===== config.mk =====
export PLATFORM = sky130hd
export DESIGN_NAME = decode_3x8_stream
export DESIGN_NICKNAME = d
export VERILOG_FILES = /design/src/rtl/decode_pkg.sv /design/src/rtl/sync_fifo.sv /design/src/rtl/decode_3x8_stream.sv
export SDC_FILE = /design/constraint.sdc
export NUM_CORES = 1
export LEC_CHECK = 0
export ABC_AREA = 1
export ABC_CLOCK_PERIOD_IN_PS = 2100
export BUFFER_PORTS_ARGS = -buffer_cell sky130_fd_sc_hd__buf_2
export CAP_MARGIN = 10
export CORE_ASPECT_RATIO = 1.25
export CORE_MARGIN = 8
export CORE_UTILIZATION = 55
export CTS_BUF_LIST = sky130_fd_sc_hd__clkbuf_4 sky130_fd_sc_hd__clkbuf_8
export DETAILED_ROUTE_END_ITERATION = 7
export PLACE_DENSITY_LB_ADDON = 0.12
export REMOVE_ABC_BUFFERS = 1
export SLEW_MARGIN = 20
export SYNTH_ARGS = -nofsm -noshare
export SYNTH_HDL_FRONTEND = slang
export SYNTH_HIERARCHICAL = 1
export SYNTH_SLANG_ARGS = --single-unit
export TNS_END_PERCENT = 5

===== constraint.sdc =====
create_clock -name clk -period 2.1 [get_ports clk]
set_input_delay 0.63 -clock clk [delete_from_list [all_inputs] [get_ports clk]]
set_output_delay 0.63 -clock clk [all_outputs]
set_load 0.03 [all_outputs]

===== src/rtl/decode_pkg.sv =====
// -----------------------------------------------------------------------------
// decode_pkg
// Shared definitions for the buffered 3-to-8 decoder:
//   W_CODE_DEF  default binary code width
//   W_ONEHOT    one-hot width for the default code width (2**W_CODE_DEF)
//   bin2onehot  binary index -> one-hot vector (code 3'b111 -> bit 7)
// -----------------------------------------------------------------------------
package decode_pkg;

    localparam int W_CODE_DEF = 3;
    localparam int W_ONEHOT   = 2 ** W_CODE_DEF;

    // Sets exactly the bit selected by the binary code.
    function automatic logic [W_ONEHOT-1:0] bin2onehot(input logic [W_CODE_DEF-1:0] code);
        logic [W_ONEHOT-1:0] v;
        v = {{(W_ONEHOT-1){1'b0}}, 1'b1} << code;
        return v;
    endfunction

endpackage : decode_pkg


===== src/rtl/sync_fifo.sv =====
// -----------------------------------------------------------------------------
// sync_fifo
// Single-clock FIFO with registered pointers and occupancy count.
// Ports:
//   clk    rising-edge clock
//   rst_n  synchronous active-low reset (clears pointers and level)
//   push   write wdata at the write pointer (ignored when full)
//   pop    advance the read pointer (ignored when empty)
//   wdata  WIDTH-bit write data
//   rdata  WIDTH-bit data at the read pointer (combinational read)
//   level  number of stored entries, 0..DEPTH
// DEPTH must be a power of two so the pointers wrap by natural overflow.
// -----------------------------------------------------------------------------
module sync_fifo #(
    parameter int WIDTH = 3,
    parameter int DEPTH = 4
) (
    input  logic                     clk,
    input  logic                     rst_n,
    input  logic                     push,
    input  logic                     pop,
    input  logic [WIDTH-1:0]         wdata,
    output logic [WIDTH-1:0]         rdata,
    output logic [$clog2(DEPTH):0]   level
);

    localparam int AW = $clog2(DEPTH);
    localparam int LW = AW + 1;

    logic [WIDTH-1:0] r_mem [DEPTH];
    logic [AW-1:0]    r_wptr;
    logic [AW-1:0]    r_rptr;
    logic [LW-1:0]    r_level;

    logic             w_full;
    logic             w_empty;
    logic             w_wr;
    logic             w_rd;

    // Qualify requests so an overflow or underflow can never corrupt state.
    always_comb begin
        w_full  = (r_level == LW'(DEPTH));
        w_empty = (r_level == {LW{1'b0}});
        w_wr    = push && !w_full;
        w_rd    = pop && !w_empty;
    end

    // Pointer and occupancy registers.
    always_ff @(posedge clk) begin
        if (!rst_n) begin
            r_wptr  <= {AW{1'b0}};
            r_rptr  <= {AW{1'b0}};
            r_level <= {LW{1'b0}};
        end else begin
            if (w_wr) begin
                r_wptr <= r_wptr + AW'(1);
            end
            if (w_rd) begin
                r_rptr <= r_rptr + AW'(1);
            end
            case ({w_wr, w_rd})
                2'b10:   r_level <= r_level + LW'(1);
                2'b01:   r_level <= r_level - LW'(1);
                default: r_level <= r_level;
            endcase
        end
    end

    // Storage array; contents need no reset because level gates visibility.
    always_ff @(posedge clk) begin
        if (rst_n && w_wr) begin
            r_mem[r_wptr] <= wdata;
        end
    end

    // Read port and level output.
    always_comb begin
        rdata = r_mem[r_rptr];
        level = r_level;
    end

endmodule : sync_fifo


===== src/rtl/decode_3x8_stream.sv =====
// -----------------------------------------------------------------------------
// decode_3x8_stream
// Buffers binary codes in a FIFO and presents the head code decoded to
// one-hot, with valid/ready handshakes on both sides and an output enable.
// Ports:
//   clk, rst_n     clock, synchronous active-low reset
//   en             1 = drain buffer to the output, 0 = output held off
//   in_valid/ready upstream handshake; in_ready = (level < DEPTH)
//   in_code        W_CODE-bit binary code to buffer
//   out_valid      en && buffer not empty
//   out_ready      downstream accepts the head this cycle
//   out_onehot     one-hot decode of the head (zero when out_valid = 0)
//   out_code       binary head code (zero when empty)
//   level          number of buffered codes
// -----------------------------------------------------------------------------
module decode_3x8_stream
    import decode_pkg::*;
#(
    parameter int DEPTH  = 4,
    parameter int W_CODE = W_CODE_DEF
) (
    input  logic                     clk,
    input  logic                     rst_n,
    input  logic                     en,
    input  logic                     in_valid,
    output logic                     in_ready,
    input  logic [W_CODE-1:0]        in_code,
    output logic                     out_valid,
    input  logic                     out_ready,
    output logic [(2**W_CODE)-1:0]   out_onehot,
    output logic [W_CODE-1:0]        out_code,
    output logic [$clog2(DEPTH):0]   level
);

    localparam int LW   = $clog2(DEPTH) + 1;
    localparam int W_OH = 2 ** W_CODE;

    logic [W_CODE-1:0] w_rdata;
    logic [LW-1:0]     w_level;
    logic [W_OH-1:0]   w_dec;
    logic              w_not_empty;
    logic              w_push;
    logic              w_pop;

    // Handshake qualification. in_ready looks only at the registered level,
    // so a pop in the same cycle never opens a slot for a push while full.
    always_comb begin
        w_not_empty = (w_level != {LW{1'b0}});
        in_ready    = (w_level < LW'(DEPTH));
        out_valid   = en && w_not_empty;
        w_push      = in_valid && in_ready;
        w_pop       = out_valid && out_ready;
    end

    sync_fifo #(
        .WIDTH (W_CODE),
        .DEPTH (DEPTH)
    ) u_fifo (
        .clk   (clk),
        .rst_n (rst_n),
        .push  (w_push),
        .pop   (w_pop),
        .wdata (in_code),
        .rdata (w_rdata),
        .level (w_level)
    );

    // Decode after the FIFO read port; the shared function covers the
    // default code width, other widths use an equivalent shift.
    if (W_CODE == W_CODE_DEF) begin : g_pkg_dec
        assign w_dec = bin2onehot(w_rdata);
    end else begin : g_gen_dec
        assign w_dec = {{(W_OH-1){1'b0}}, 1'b1} << w_rdata;
    end

    // Output gating: raw storage contents never leak when empty or disabled.
    always_comb begin
        level = w_level;
        if (out_valid) begin
            out_onehot = w_dec;
        end else begin
            out_onehot = {W_OH{1'b0}};
        end
        if (w_not_empty) begin
            out_code = w_rdata;
        end else begin
            out_code = {W_CODE{1'b0}};
        end
    end

endmodule : decode_3x8_stream


Yosys cells after proc, flatten, opt, wreduce, memory -nomap -nowiden
Memory sizes are Yosys's and may differ from the RTL's. A register that Yosys moved wholly into a read port is not among the register bits.
Cells that the tools add are included.
Cells by class
  add/sub/neg operators: 4
  magnitude comparators: 1
  eq/ne operators: 3
  shifts and indexed selects: 1
  muxes and demuxes: 7
  reduce and logical (&&, ||, !) cells: 11
Operator list (number)
  $mux W8: 1
  $shl A1 B3 Y8 const A: 1
  $logic_and A1 B1 Y1: 6
  $pmux W3 S2: 1
  $add A2 B1 Y2 const B: 2
  $mux W2: 2
  $add A3 B1 Y3 const B: 1
  $eq A3 B3 Y1 const B: 1
  $logic_not A3 Y1: 1
  $lt A3 B3 Y1 const B: 1
  $mux W3: 1
  $reduce_bool A3 Y1: 1
  $sub A3 B1 Y3 const B: 1
  $eq A2 B1 Y1 const B: 1
  $eq A2 B2 Y1 const B: 1
  $logic_not A1 Y1: 2
  $mux W1: 2
  $reduce_bool A2 Y1: 1
Word-level totals
  bits in registers: 7
  memory bits (writable): 12
  bits of input ports: 8
  output and inout bits: 16
  word-level logic and storage cells: 31
  memories kept: 1
Memories
  u_fifo.r_mem: words 4, bits a word 3, rd ports 1, clocked after memory_dff 1, wr ports 1, line sync_fifo.sv:30  | logic [WIDTH-1:0] r_mem [DEPTH];

Longest topological paths before layout
  depth after elaboration: 6
  depth in mapped cells: 15
  gate-level depth less buffers: 15

Cells and area by module
The synthesis kept the hierarchy.
Modules (own cells, without submodules)
  sync_fifo: times used 1, cells an instance 101, area each 963.4 um^2
  decode_3x8_stream: times used 1, cells an instance 30, area each 150.1 um^2

Worst setup path after synthesis
OpenSTA, ideal clock, no wires.
  path type: flip-flop to flip-flop
  start point: reg u_fifo.r_level[2], in the netlist u_fifo/level[2]
  end point: reg u_fifo.r_level[2], in the netlist u_fifo/level[2]
  arrival time: 2.153 ns
  path slack: -0.166 ns
  stages on the path, launching flop included: 16
  buffers on the path: 0
  clock period less this slack: 2.266 ns
  cell sequence: dfxtp_1 > inv_2 > nand2_4 > nand2_2 > nor2_2 > nand2_2 > inv_2 > ha_1 > inv_1 > fa_1 > inv_1 > nand2_1 > nand3_1 > nand2_1 > nand2_1 > nor2_1
On the way
  elaborated cells on any way between the ends: 17
RTL lines
  start: declaration: line sync_fifo.sv:33  | logic [LW-1:0] r_level;
  start signal: assignment: line sync_fifo.sv:53  | r_level <= {LW{1'b0}};
  start signal: assignment: line sync_fifo.sv:62  | 2'b10: r_level <= r_level + LW'(1);
  start signal: assignment: line sync_fifo.sv:63  | 2'b01: r_level <= r_level - LW'(1);
  $lt A3 B3 Y1 *: line decode_3x8_stream.sv:49  | in_ready = (w_level < LW'(DEPTH));
  net in_ready: line decode_3x8_stream.sv:26  | output logic in_ready,
  $logic_and A1 B1 Y1 *: line decode_3x8_stream.sv:51  | w_push = in_valid && in_ready;
  $logic_and A1 B1 Y1 *: line sync_fifo.sv:44  | w_wr = push && !w_full;
  $eq A2 B1 Y1 / $eq A2 B2 Y1 (equally long branches): line sync_fifo.sv:61  | case ({w_wr, w_rd})
  $pmux W3 S2 / $reduce_bool A2 Y1 (equally long branches)
The timed path passes the listed nets; every way through them passes the cells marked *.
A chain may end at the register's enable or synchronous reset.

==> impl_metrics.env <==
export IMPL_violations="negative setup slack"
export IMPL_drive_gt1_share_pct=44.5
export IMPL_htree_levels=1
export IMPL_cpMaxStageDelayCell="dfxtp_4"
export IMPL_drc=0
export IMPL_setup_slack_ps=-64.6
export IMPL_cp_end_kind="primary output"
export IMPL_synth_area_leaders="edfxtp_1 32%, dfxtp_1 16%, nor2_1 9.4%"
export IMPL_synth_area_per_cell_um2=8.50
export IMPL_routabilityCongestion=0.767
export IMPL_clk_pin_slew_ps=110
export IMPL_rows=18
export IMPL_fin_tns_setup_ps=-256
export IMPL_holdBufCountCts=0
export IMPL_drv_slew=0
export IMPL_path_class="flop to primary output"
export IMPL_ys_types=18
export IMPL_core_area_um2=1940
export IMPL_layout_min_cycle_time_ps=2160
export IMPL_ios=24
export IMPL_ys_seq_area_share_pct=48.5
export IMPL_grt_use_total_pct=12.3
export IMPL_min_period_over_period_pct=103
export IMPL_yosys_warnings=6
export IMPL_syn2layout_area_growth_pct=33.3
export IMPL_cts_tree="yes"
export IMPL_path_max_fanout=7
export IMPL_synth_cells=131
export IMPL_synth_ff_type="edfxtp_1"
export IMPL_wire_per_inst_um=12.5
export IMPL_initial_core_util_pct=57.5
export IMPL_r2r_cells=15
export IMPL_yosys_area_top_type="edfxtp_1"
export IMPL_clock_sinks=21
export IMPL_finalClockSkew_ps=2.01
export IMPL_hpwlAfterDp_um=1760
export IMPL_synth_enable_flop_cells=12
export IMPL_die_w_um=56.2
export IMPL_grt_max_degree=14
export IMPL_numCtsBuffers=3
export IMPL_crit_arrival_ps=1530
export IMPL_ant_nets=0
export IMPL_ys_top_cells_by_count="28 x nor2_1, 25 x inv_1, 12 x edfxtp_1, 12 x nand2_1, 9 x dfxtp_1"
export IMPL_power_leakage_nw=0.668
export IMPL_reg2reg_from="u_fifo/level[0]"
export IMPL_avgViaCountPerCell=5.09
export IMPL_ys_ff_latch=21
export IMPL_synthArstFlopShare_pct=0
export IMPL_drtIter0Drc=23
export IMPL_max_cap_violations=0
export IMPL_crit_chain="inv_6 > o21ai_2 > o22ai_2 > inv_2 > nand3_1 > nor2_1 > buf_4"
export IMPL_cts_root_buffer="clkbuf_4"
export IMPL_max_stage_delay_ps=430
export IMPL_vias=936
export IMPL_hold_path_depth=2
export IMPL_hold_start="u_fifo/r_rptr[1]"
export IMPL_vdd_drop_max_uv=445
export IMPL_min_path_type="flop to flop"
export IMPL_antenna_found_initial=0
export IMPL_diodes=0
export IMPL_status="finished with violations"
export IMPL_critPathRequiredTime_ps=1470
export IMPL_power_density_nw_per_um2=737
export IMPL_syn_area_um2=1110
export IMPL_port_buffers=23
export IMPL_cts_buffer_depth=2
export IMPL_routed_wl_um=2300
export IMPL_worstMarginPinSlew_ps=287
export IMPL_die_height_um=66.3
export IMPL_hold_viol_final=0
export IMPL_max_freq_ghz=0.462
export IMPL_synth_top_area_share_pct=32.4
export IMPL_grt_overflow=0
export IMPL_rsz0062_at_grt="true"
export IMPL_synth_most_common_cell="nor2_1"
export IMPL_setup_viol=9
export IMPL_nNetsFinal=179
export IMPL_relSlewSlack_pct=80.8
export IMPL_grt_first_pass_wirelength_um=3750
export IMPL_first_pass_iters=4
export IMPL_power_total_mw=1.09
export IMPL_grt_pass1_vias=901
export IMPL_die_area_um2=3730
export IMPL_cp_start_kind="flop"
export IMPL_clk_latency_ps=300
## critical path: cells and delay by family, from the launching register on
kind,cells,cell delay (ps)
AOI/OAI and AO/OA,2,230
DFF,1,430
and+or+nand+nor,2,230
buffers and inverters,3,350
## worst paths after layout
kind | end | slack [ps]
max | out_onehot[0] | -60
min | flop | 500
max reg2reg | u_fifo/level[2] | 190
min reg2reg | flop | 500
## timing repair
item / 4_1_cts / 5_1_grt
hold endpoints to repair: 0 / 0
resized for setup: 30 / 28
setup buffers: 0 / 0
pin swaps: 7 / 9
setup endpoints to repair: 11 / 12
## cell type report
cell class | count | area, um^2
fill | 141 | 453
clock inverter | 1 | 7.51
multi-input combinational | 82 | 566
clock buffer | 3 | 22.5
timing repair buffer | 29 | 203
inverter | 28 | 110
sequential | 21 | 551
tap | 20 | 25.0
## kinds of logic (layout without fill, tap and decap cells)
family,after synthesis,after routing,share of synthesized area (%)
AO/OA/AOI/OAI,15,15,8.31
adder cells (fa/ha/maj),6,6,7.42
buffers and inverters,28,61,9.44
flip-flops,21,21,48.5
AND/OR/NAND/NOR,61,61,26.3
## report_power, final
group | internal (mW) | switching (mW) | total (mW)
Combinational | 0.145 | 0.266 | 0.411
Sequential | 0.464 | 0.0259 | 0.490
Clock | 0.0724 | 0.121 | 0.193
Total | 0.681 | 0.413 | 1.09
## state kept, by name, indices dropped and copies added, names as in the netlist, named ones only
name / flops
u_fifo/r_wptr: 2
u_fifo/level: 3
u_fifo/r_mem: 12
u_fifo/r_rptr: 2
## through the flow
| step | utilization [%] | area, um^2 | hold WS (ps) | cells | setup slack (ps) |
|---|---|---|---|---|---|
| after floorplan | - | 1110 | 459 | 131 | -166 |
| after global placement | 67.1 | 1300 | 490 | 180 | 73.4 |
| after detailed placement | 67.1 | 1300 | 496 | 180 | -19.9 |
| after CTS | 72.2 | 1400 | 507 | 184 | -12.3 |
| after global routing | 76.6 | 1480 | 525 | 184 | -154 |
| final | 76.6 | 1480 | 502 | 184 | -64.6 |
## layout by cell type, fill, tap and decap left out, types with 5 or more instances in the layout
master | synthesis | routed
nand3_1 | 8 | 5
buf_4 | 0 | 13
dfxtp_1 | 9 | 5
buf_2 | 0 | 12
edfxtp_1 | 12 | 12
nor2_2 | 4 | 6
inv_2 | 3 | 7
nor2_1 | 28 | 23
nand2_1 | 12 | 12
inv_1 | 25 | 20
## per-layer routing
metal / GRT usage (%) / vias up / share of wire, %
met5: 0 / - / 0
met4: 4.52 / 0 / 0.43
met3: 3.46 / 2 / 4.8
met2: 23.8 / 24 / 54
met1: 12.1 / 434 / 41
li1: - / 476 / -
(Power assumes the default switching activity.)
